### config.mk
export PLATFORM = sky130hd
export DESIGN_NAME = synth_oscillator
export DESIGN_NICKNAME = d
export VERILOG_FILES = /design/src/rtl/synth_oscillator_pkg.sv /design/src/rtl/synth_oscillator_wave_shaper.sv /design/src/rtl/synth_oscillator.sv
export SDC_FILE = /design/constraint.sdc
export NUM_CORES = 1
export LEC_CHECK = 0
export ABC_AREA = 1
export ABC_CLOCK_PERIOD_IN_PS = 4400
export BUFFER_PORTS_ARGS = -buffer_cell sky130_fd_sc_hd__buf_4
export CAP_MARGIN = 20
export CELL_PAD_IN_SITES_DETAIL_PLACEMENT = 1
export CELL_PAD_IN_SITES_GLOBAL_PLACEMENT = 1
export CORE_ASPECT_RATIO = 1.5
export CORE_MARGIN = 3
export CORE_UTILIZATION = 43
export DETAILED_ROUTE_END_ITERATION = 16
export PLACE_DENSITY = 0.81
export SLEW_MARGIN = 10
export SYNTH_ARGS = -nofsm -noshare
export SYNTH_HDL_FRONTEND = slang
export SYNTH_SLANG_ARGS = --single-unit
### constraint.sdc
create_clock -name clk_in -period 4.4 [get_ports clk_in]
set_input_delay 1.1 -clock clk_in [delete_from_list [all_inputs] [get_ports clk_in]]
set_output_delay 1.1 -clock clk_in [all_outputs]
set_load 0.1 [all_outputs]
### src/rtl/synth_oscillator_pkg.sv
// Shared constants and types for the phase-accumulator oscillator.
package synth_oscillator_pkg;

    localparam int unsigned SYNTH_PHASE_ACC_BITS = 24;
    localparam int unsigned SYNTH_SAMPLE_BITS    = 16;

    typedef enum logic [1:0] {
        OSC_IDLE,
        OSC_RUN,
        OSC_RELEASE
    } osc_state_t;

    typedef enum logic [1:0] {
        WAVE_SAW,
        WAVE_SQUARE,
        WAVE_TRI,
        WAVE_SILENT
    } osc_wave_t;

endpackage

### src/rtl/synth_oscillator_wave_shaper.sv
// Combinational phase-to-sample shaper: saw, square, triangle or silence.
// The mute input forces zero (used while the oscillator is idle).
module osc_wave_shaper
    import synth_oscillator_pkg::*;
#(
    parameter int unsigned SAMPLE_BITS = SYNTH_SAMPLE_BITS
) (
    input  logic [SYNTH_PHASE_ACC_BITS-1:0] phase_i,
    input  osc_wave_t                       wave_sel_i,
    input  logic                            mute_i,
    output logic [SAMPLE_BITS-1:0]          sample_c_o
);

    localparam int unsigned PMSB = SYNTH_PHASE_ACC_BITS - 1;
    localparam int unsigned SMSB = SAMPLE_BITS - 1;

    logic [SAMPLE_BITS-1:0] saw_t;
    logic [SAMPLE_BITS-1:0] tri_u;
    logic                   unused_phase_lsbs;

    // Fractional phase bits below the triangle window carry no audible weight.
    assign unused_phase_lsbs = ^phase_i[PMSB-SAMPLE_BITS-1:0];

    // Pick the waveform and convert offset-binary ramps to two's complement.
    always_comb begin
        saw_t = phase_i[PMSB -: SAMPLE_BITS];
        tri_u = phase_i[PMSB-1 -: SAMPLE_BITS];
        if (phase_i[PMSB]) begin
            tri_u = ~tri_u;
        end
        sample_c_o = '0;
        if (!mute_i) begin
            case (wave_sel_i)
                WAVE_SAW:    sample_c_o = {~saw_t[SMSB], saw_t[SMSB-1:0]};
                WAVE_SQUARE: sample_c_o = phase_i[PMSB] ? {1'b1, {SMSB{1'b0}}}
                                                        : {1'b0, {SMSB{1'b1}}};
                WAVE_TRI:    sample_c_o = {~tri_u[SMSB], tri_u[SMSB-1:0]};
                default:     sample_c_o = '0;
            endcase
        end
    end

endmodule

### src/rtl/synth_oscillator.sv
// Phase-accumulator oscillator with click-free release and valid/ready output.
// Optional build macro SYNTH_OSC_SYNC_RETUNE_EN: pitch changes during a note
// are deferred to the next phase wrap (phase-continuous retune).
module synth_oscillator
    import synth_oscillator_pkg::*;
#(
    parameter int unsigned SAMPLE_BITS = SYNTH_SAMPLE_BITS
) (
    input  logic                            clk_in,
    input  logic                            rst_n_in,
    input  logic [SYNTH_PHASE_ACC_BITS-1:0] phase_incr_in,
    input  logic                            sample_tick_in,
    input  logic [1:0]                      wave_sel_in,
    output logic [SAMPLE_BITS-1:0]          sample_out,
    output logic                            sample_valid_out,
    input  logic                            sample_ready_in,
    output logic                            active_out,
    output logic                            overrun_out
);

    localparam int unsigned PA = SYNTH_PHASE_ACC_BITS;

    osc_state_t             state_q, state_d;
    logic [PA-1:0]          phase_q, phase_d;
    logic [PA-1:0]          incr_q, incr_d;
`ifdef SYNTH_OSC_SYNC_RETUNE_EN
    logic [PA-1:0]          pend_q, pend_d;
    logic                   pend_v_q, pend_v_d;
`endif
    logic [SAMPLE_BITS-1:0] sample_q, sample_d;
    logic                   valid_q, valid_d;
    logic                   active_q, active_d;
    logic                   overrun_q, overrun_d;

    logic                   note_on_c;
    logic [PA-1:0]          step_c;
    logic [PA:0]            sum_c;
    logic                   wrap_c;
    logic [SAMPLE_BITS-1:0] shaped_c;

    // State and datapath registers.
    always_ff @(posedge clk_in or negedge rst_n_in) begin
        if (!rst_n_in) begin
            state_q   <= OSC_IDLE;
            phase_q   <= '0;
            incr_q    <= '0;
`ifdef SYNTH_OSC_SYNC_RETUNE_EN
            pend_q    <= '0;
            pend_v_q  <= 1'b0;
`endif
            sample_q  <= '0;
            valid_q   <= 1'b0;
            active_q  <= 1'b0;
            overrun_q <= 1'b0;
        end else begin
            state_q   <= state_d;
            phase_q   <= phase_d;
            incr_q    <= incr_d;
`ifdef SYNTH_OSC_SYNC_RETUNE_EN
            pend_q    <= pend_d;
            pend_v_q  <= pend_v_d;
`endif
            sample_q  <= sample_d;
            valid_q   <= valid_d;
            active_q  <= active_d;
            overrun_q <= overrun_d;
        end
    end

    // Next state, phase advance and increment/retune handling on sample ticks.
    always_comb begin
        state_d   = state_q;
        phase_d   = phase_q;
        incr_d    = incr_q;
`ifdef SYNTH_OSC_SYNC_RETUNE_EN
        pend_d    = pend_q;
        pend_v_d  = pend_v_q;
`endif
        note_on_c = (phase_incr_in != '0);
        step_c    = incr_q;
`ifndef SYNTH_OSC_SYNC_RETUNE_EN
        if ((state_q != OSC_IDLE) && note_on_c) begin
            step_c = phase_incr_in;
        end
`endif
        sum_c  = {1'b0, phase_q} + {1'b0, step_c};
        wrap_c = sum_c[PA];

        if (sample_tick_in) begin
            case (state_q)
                OSC_RUN, OSC_RELEASE: begin
                    phase_d = sum_c[PA-1:0];
`ifdef SYNTH_OSC_SYNC_RETUNE_EN
                    // Deferred pitch takes effect after the wrap tick.
                    if (wrap_c && pend_v_q) begin
                        incr_d   = pend_q;
                        pend_v_d = 1'b0;
                    end
`endif
                    if (note_on_c) begin
                        state_d = OSC_RUN;
`ifdef SYNTH_OSC_SYNC_RETUNE_EN
                        if (phase_incr_in != incr_d) begin
                            pend_d   = phase_incr_in;
                            pend_v_d = 1'b1;
                        end else begin
                            pend_v_d = 1'b0;
                        end
`else
                        incr_d = phase_incr_in;
`endif
                    end else if (wrap_c) begin
                        state_d = OSC_IDLE;
                        phase_d = '0;
`ifdef SYNTH_OSC_SYNC_RETUNE_EN
                        pend_v_d = 1'b0;
`endif
                    end else begin
                        state_d = OSC_RELEASE;
                    end
                end
                default: begin
                    if (note_on_c) begin
                        incr_d  = phase_incr_in;
                        phase_d = phase_incr_in;
                        state_d = OSC_RUN;
                    end else begin
                        phase_d = '0;
                    end
                end
            endcase
        end
    end

    osc_wave_shaper #(
        .SAMPLE_BITS (SAMPLE_BITS)
    ) u_shaper (
        .phase_i    (phase_d),
        .wave_sel_i (osc_wave_t'(wave_sel_in)),
        .mute_i     (state_d == OSC_IDLE),
        .sample_c_o (shaped_c)
    );

    // Sample load, valid/ready handshake and sticky overrun flag.
    always_comb begin
        sample_d  = sample_q;
        valid_d   = valid_q;
        overrun_d = overrun_q;
        active_d  = (state_d != OSC_IDLE);
        if (sample_tick_in) begin
            sample_d = shaped_c;
            valid_d  = 1'b1;
            if (valid_q && !sample_ready_in) begin
                overrun_d = 1'b1;
            end
        end else if (valid_q && sample_ready_in) begin
            valid_d = 1'b0;
        end
    end

    assign sample_out       = sample_q;
    assign sample_valid_out = valid_q;
    assign active_out       = active_q;
    assign overrun_out      = overrun_q;

endmodule

==> results.tsv, run 1 <==
stage	metric	value	unit
floorplanning	Site Rows	51	
synth	ys async rst share	100	%
synth	top cell type's share of synthesized area	30.0	%
timing	WEP type	sequential cell input	
synth	Synth Area in Compound Gates	10.6	%
synth	most frequent cell after synthesis	nand2_1	
placement	HPWL after DPL	16.6	mm
grt	largest net degree at the start of global routing	70	
run_status	status	did not finish	
synth	Synth Warn #	0	
placement	Setup WS pre-CTS	-0.429	ns
synth	XOR/XNOR share of the synthesized area	1.67	%
synth	Synth Area in Simple Gates	40.1	%
cts	TritonCTS Buffers	9	
synth	dominant cell type by area after synthesis	dfrtp_1	
synth	synthesized instance count	910	
cts	H-tree levels	3	
synth	Synth Register Bits	69	
placement	Port Buffers	48	
cts	Root Buffer	clkbuf_16	
run_status	stop err	[ERROR GRT-0232] Routing congestion too high. Check the congestion heatmap in the GUI.	
synth	largest family of logic cells by synthesized area	simple AND/OR/NAND/NOR gates	
synth	synth unique cells	39	
synth	Avg Inst Size Synth	6.33	sq um
floorplanning	Initial Util	44.1	%
run_status	Stopped at	5_1_grt	
grt	GRT Residual Overflow	2	
synth	mapped cell area	5760	sq um
synth	mux cell area share after synthesis	0	%
floorplanning	# IOs	49	
grt	GRT Util Overall	61.7	%
cts	Hold Buf Count CTS	0	
synth	Seq/Total Area, Yosys	30.0	%
placement	GP Congestion	0.912	
floorplanning	die height	148	microns
synth	Synth Area in Adders	5.78	%
synth	top cells by area, synth	dfrtp_1 (30%), nand2_1 (23%), inv_1 (8.4%)	
cts	CTS max path bufs	2	
synth	EDFF count, synth	0	
synth	syn nets	966	
floorplanning	die width	101	microns
synth	ys flop type	dfrtp_1	
cts	clock sinks	69	
timing	worst endpoint after global-route timing repair	sample_out[5]$_DFFE_PN0P_/D	
synth	synth cell count leaders	nand2_1 (346), inv_1 (129), dfrtp_1 (69)	
per-stage QoR:
step | TNS [ns] | instance area [sq um] | cells | hold slack, ns
after CTS | -0.0101 | 7940 | 1253 | 0.485
after global placement | -4.32 | 7240 | 1224 | 0.463
after detailed placement | -6.20 | 7240 | 1224 | 0.467
after floorplan | 0 | 5760 | 910 | 0.453
logic make-up after synthesis:
logic type	count (synthesis)
AO/OA/AOI/OAI	105
AND/OR/NAND/NOR	531
buffers and inverters	168
adder cells (fa/ha/maj)	26
XOR/XNOR	11
flip-flops	69
routing by layer:
layer	global-route usage, %	GRT overflow
met1	61.6	0
met2	86.9	1
met3	34.7	0
met4	60.1	1
met5	7.34	0
what timing repair did:
action	4_1_cts
setup buffers	11
pin swaps	36
gates cloned	2
gates resized for setup	78
setup endpoints to repair	16
==> run 2, diff against run 1 <==
--- a/config.mk
+++ b/config.mk
@@ -9,13 +9,10 @@
 export ABC_CLOCK_PERIOD_IN_PS = 4400
 export BUFFER_PORTS_ARGS = -buffer_cell sky130_fd_sc_hd__buf_4
 export CAP_MARGIN = 20
-export CELL_PAD_IN_SITES_DETAIL_PLACEMENT = 1
-export CELL_PAD_IN_SITES_GLOBAL_PLACEMENT = 1
-export CORE_ASPECT_RATIO = 1.5
 export CORE_MARGIN = 3
-export CORE_UTILIZATION = 43
+export CORE_UTILIZATION = 30
 export DETAILED_ROUTE_END_ITERATION = 16
-export PLACE_DENSITY = 0.81
+export PLACE_DENSITY_LB_ADDON = 0.15
 export SLEW_MARGIN = 10
 export SYNTH_ARGS = -nofsm -noshare
 export SYNTH_HDL_FRONTEND = slang
==> results.tsv, run 2 <==
stage	metric	value	unit
run_status	status	finished, final reports clean	
power	Peak VDD IR	0.249	mV
hold_path	hold depth	2	
run	total of max-cap violations	0	
timing	max_slew headroom	33.3	%
critical_path	Reg2Reg Capture Point	sample_out[9]	
synth	top cell type's share of synthesized area	30.0	%
critical_path	reg2reg setup slack	0.94	ns
synth	Synth Register Bits	69	
synth	synthesized instance count	910	
synth	top cells by area, synth	dfrtp_1 (30%), nand2_1 (23%), inv_1 (8.4%)	
floorplanning	Site Rows	50	
synth	ys async rst share	100	%
placement	GP Congestion	0.907	
final_layout	share of layout cells above drive strength 1	28.2	%
timing	Tcrit/Tclk final	95.3	%
timing	Fmax	0.239	GHz
critical_path	crit path launch type	input port	
synth	EDFF count, synth	0	
timing	worst hold slack	0.480	ns
critical_path	kind of critical path	input port to flop	
detailed_routing	TritonRoute pass-1 iters	4	
floorplanning	die height	145	microns
final_layout	nets@finish	1155	
final_layout	Finished Core Util	42.4	%
detailed_routing	WL per Instance	14.5	microns
detailed_routing	vias per cell	4.51	
hold_path	HP Start	sample_out[12]	
grt	initial antenna violation count	0	
synth	most frequent cell after synthesis	nand2_1	
critical_path	CP Max Fanout	10	
synth	syn nets	966	
grt	largest net degree at the start of global routing	70	
floorplanning	die width	145	microns
hold_path	Hold Crit Class	flop to flop	
hold_path	hold worst-path end	sample_out[12]	
synth	mapped cell area	5760	sq um
power	Pwr per Cell Area	606	nW/um^2
grt	GRT Residual Overflow	0	
cts	TritonCTS Buffers	9	
placement	HPWL after DPL	14.9	mm
critical_path	Crit. End Element	flop	
detailed_routing	vias	6040	
detailed_routing	Post-route DRC	0	
critical_path	worst r2r src	state_q[1]	
final_layout	Sequential Area	1730	sq um
detailed_routing	ANT nets after route	0	
cts	H-tree levels	3	
cts	CTS max path bufs	2	
final_layout	Inserted Diodes	0	
timing	Slew @ Worst Pin	0.997	ns
final_layout	area of the multi-input gates	3450	sq um
grt	vias in the first global route	5851	
final_layout	area added between synthesis and finish	38.0	%
grt	global-route wire length before repair	30.2	mm
timing	setup violators final	0	
grt	GRT Util Overall	18.7	%
timing	Final Hold Fails	0	
power	Gate power share	66.6	%
power	Clk pwr share	14.7	%
detailed_routing	drt initial violations	258	
synth	ys flop type	dfrtp_1	
power	sw frac	47.5	%
cts	Root Buffer	clkbuf_16	
critical_path	crit path DAT	4.44	ns
detailed_routing	drt total wl	19.3	mm
critical_path	CP most frequent cell	nand2_1	
final_layout	commonest non-fill, non-tap cell in the layout	nand2_1	
cts	CTS tree	built	
power	P_int	0.00253	W
synth	dominant cell type by area after synthesis	dfrtp_1	
floorplanning	Initial Util	30.7	%
synth	Synth Warn #	0	
placement	Port Buffers	48	
synth	Seq/Total Area, Yosys	30.0	%
synth	synth cell count leaders	nand2_1 (346), inv_1 (129), dfrtp_1 (69)	
timing	Slew Limit Fails	0	
final_layout	most frequent cells in the layout	nand2_1 (336), buf_4 (196), inv_1 (122)	
timing	clk_skew	0.00820	ns
floorplanning	die area	20900	sq um
critical_path	critical path's slowest cell	ha_1	
critical_path	r2r worst-path depth	21	
floorplanning	Core ar.	18800	sq um
cts	Clock Latency Late Sink	0.35	ns
cts	clock sinks	69	
cts	Reg clk slew, reported paths	0.06	ns
floorplanning	# IOs	49	
final_layout	Fill cells	2031	
timing	Period minus WS final	4.19	ns
synth	Avg Inst Size Synth	6.33	sq um
power	sw power	0.00229	W
power	Flop pwr share	18.7	%
synth	synth unique cells	39	
power	LEAKAGE	4.35	nW
critical_path	max incr delay on CP	0.28	ns
critical_path	CP Data Required Time	4.64	ns
## run 2: what timing repair did
item / CTS / global route
hold buffers: 0 / 0
endpoints found under the hold margin: 0 / 0
setup buffers: 0 / 8
gates resized for setup: 0 / 44
endpoints found under the setup margin: 0 / 16
## run 2: final cells by class
class | instances | share of cell area [%]
Inverter | 140 | 6.61
Clock inverter | 6 | 0.566
Multi-Input combinational cell | 673 | 43.4
Tap cell | 234 | 3.68
Timing Repair Buffer | 206 | 21.0
Clock buffer | 10 | 3.01
Sequential cell | 69 | 21.7
## run 2: worst max-delay path, delay by kind of cell
family          cells  cell delay, ns
simple gates       18            1.50
fa+ha+maj           1            0.28
buf+inv             7            0.93
compound gates      3            0.62
## run 2: logic make-up after synthesis
group,after synthesis,synth area share [%]
AOI/OAI and AO/OA,105,10.6
xor gates and xnor gates,11,1.67
adders and majority gates,26,5.78
buffers and inverters,168,11.9
DFF,69,30.0
and+or+nand+nor,531,40.1
## run 2: per-layer routing
metal	GRT usage, %	part of all wire, %
met1	24.7	47
met2	32.1	49
met3	2.74	2.2
met4	4.57	1.7
met5	0	0
## run 2: how the worst max path moves through the flow
stage | startpoint | endpoint | slack (ns)
final | phase_incr_in[19] | sample_out[9] | 0.21
after global routing | phase_incr_in[23] | sample_out[13] | -0.02
after CTS | phase_incr_in[22] | sample_out[3] | 0.01
after detailed placement | phase_incr_in[22] | sample_out[3] | -0.34
after global placement | phase_incr_in[22] | sample_out[3] | -0.28
after floorplan | phase_incr_in[0] | sample_out[14] | 0.002
## run 2: power by group through the flow
stage | clock [W] | combinational [W] | sequential [W]
final | 0.000709 | 0.00321 | 0.000904
after global routing | 0.000756 | 0.00356 | 0.000921
after CTS | 0.000730 | 0.00308 | 0.000902
after detailed placement | 0 | 0.00307 | 0.000909
after global placement | 0 | 0.00306 | 0.000912
after floorplan | 0 | 0.00163 | 0.00114
## run 2: through the flow
stage | cell area, sq um | power [W] | TNS [ns] | worst slack, ns | std cells
floorplan | 5760 | 0.00277 | 0 | 0.00166 | 910
global placement | 7420 | 0.00397 | -3.93 | -0.284 | 1310
detailed placement | 7420 | 0.00397 | -4.57 | -0.337 | 1310
CTS | 7710 | 0.00471 | 0 | 0.0105 | 1326
global route | 7950 | 0.00523 | -0.0847 | -0.0217 | 1338
finish | 7950 | 0.00482 | 0 | 0.208 | 1338
No activity file was read; power rests on OpenSTA's default activity.
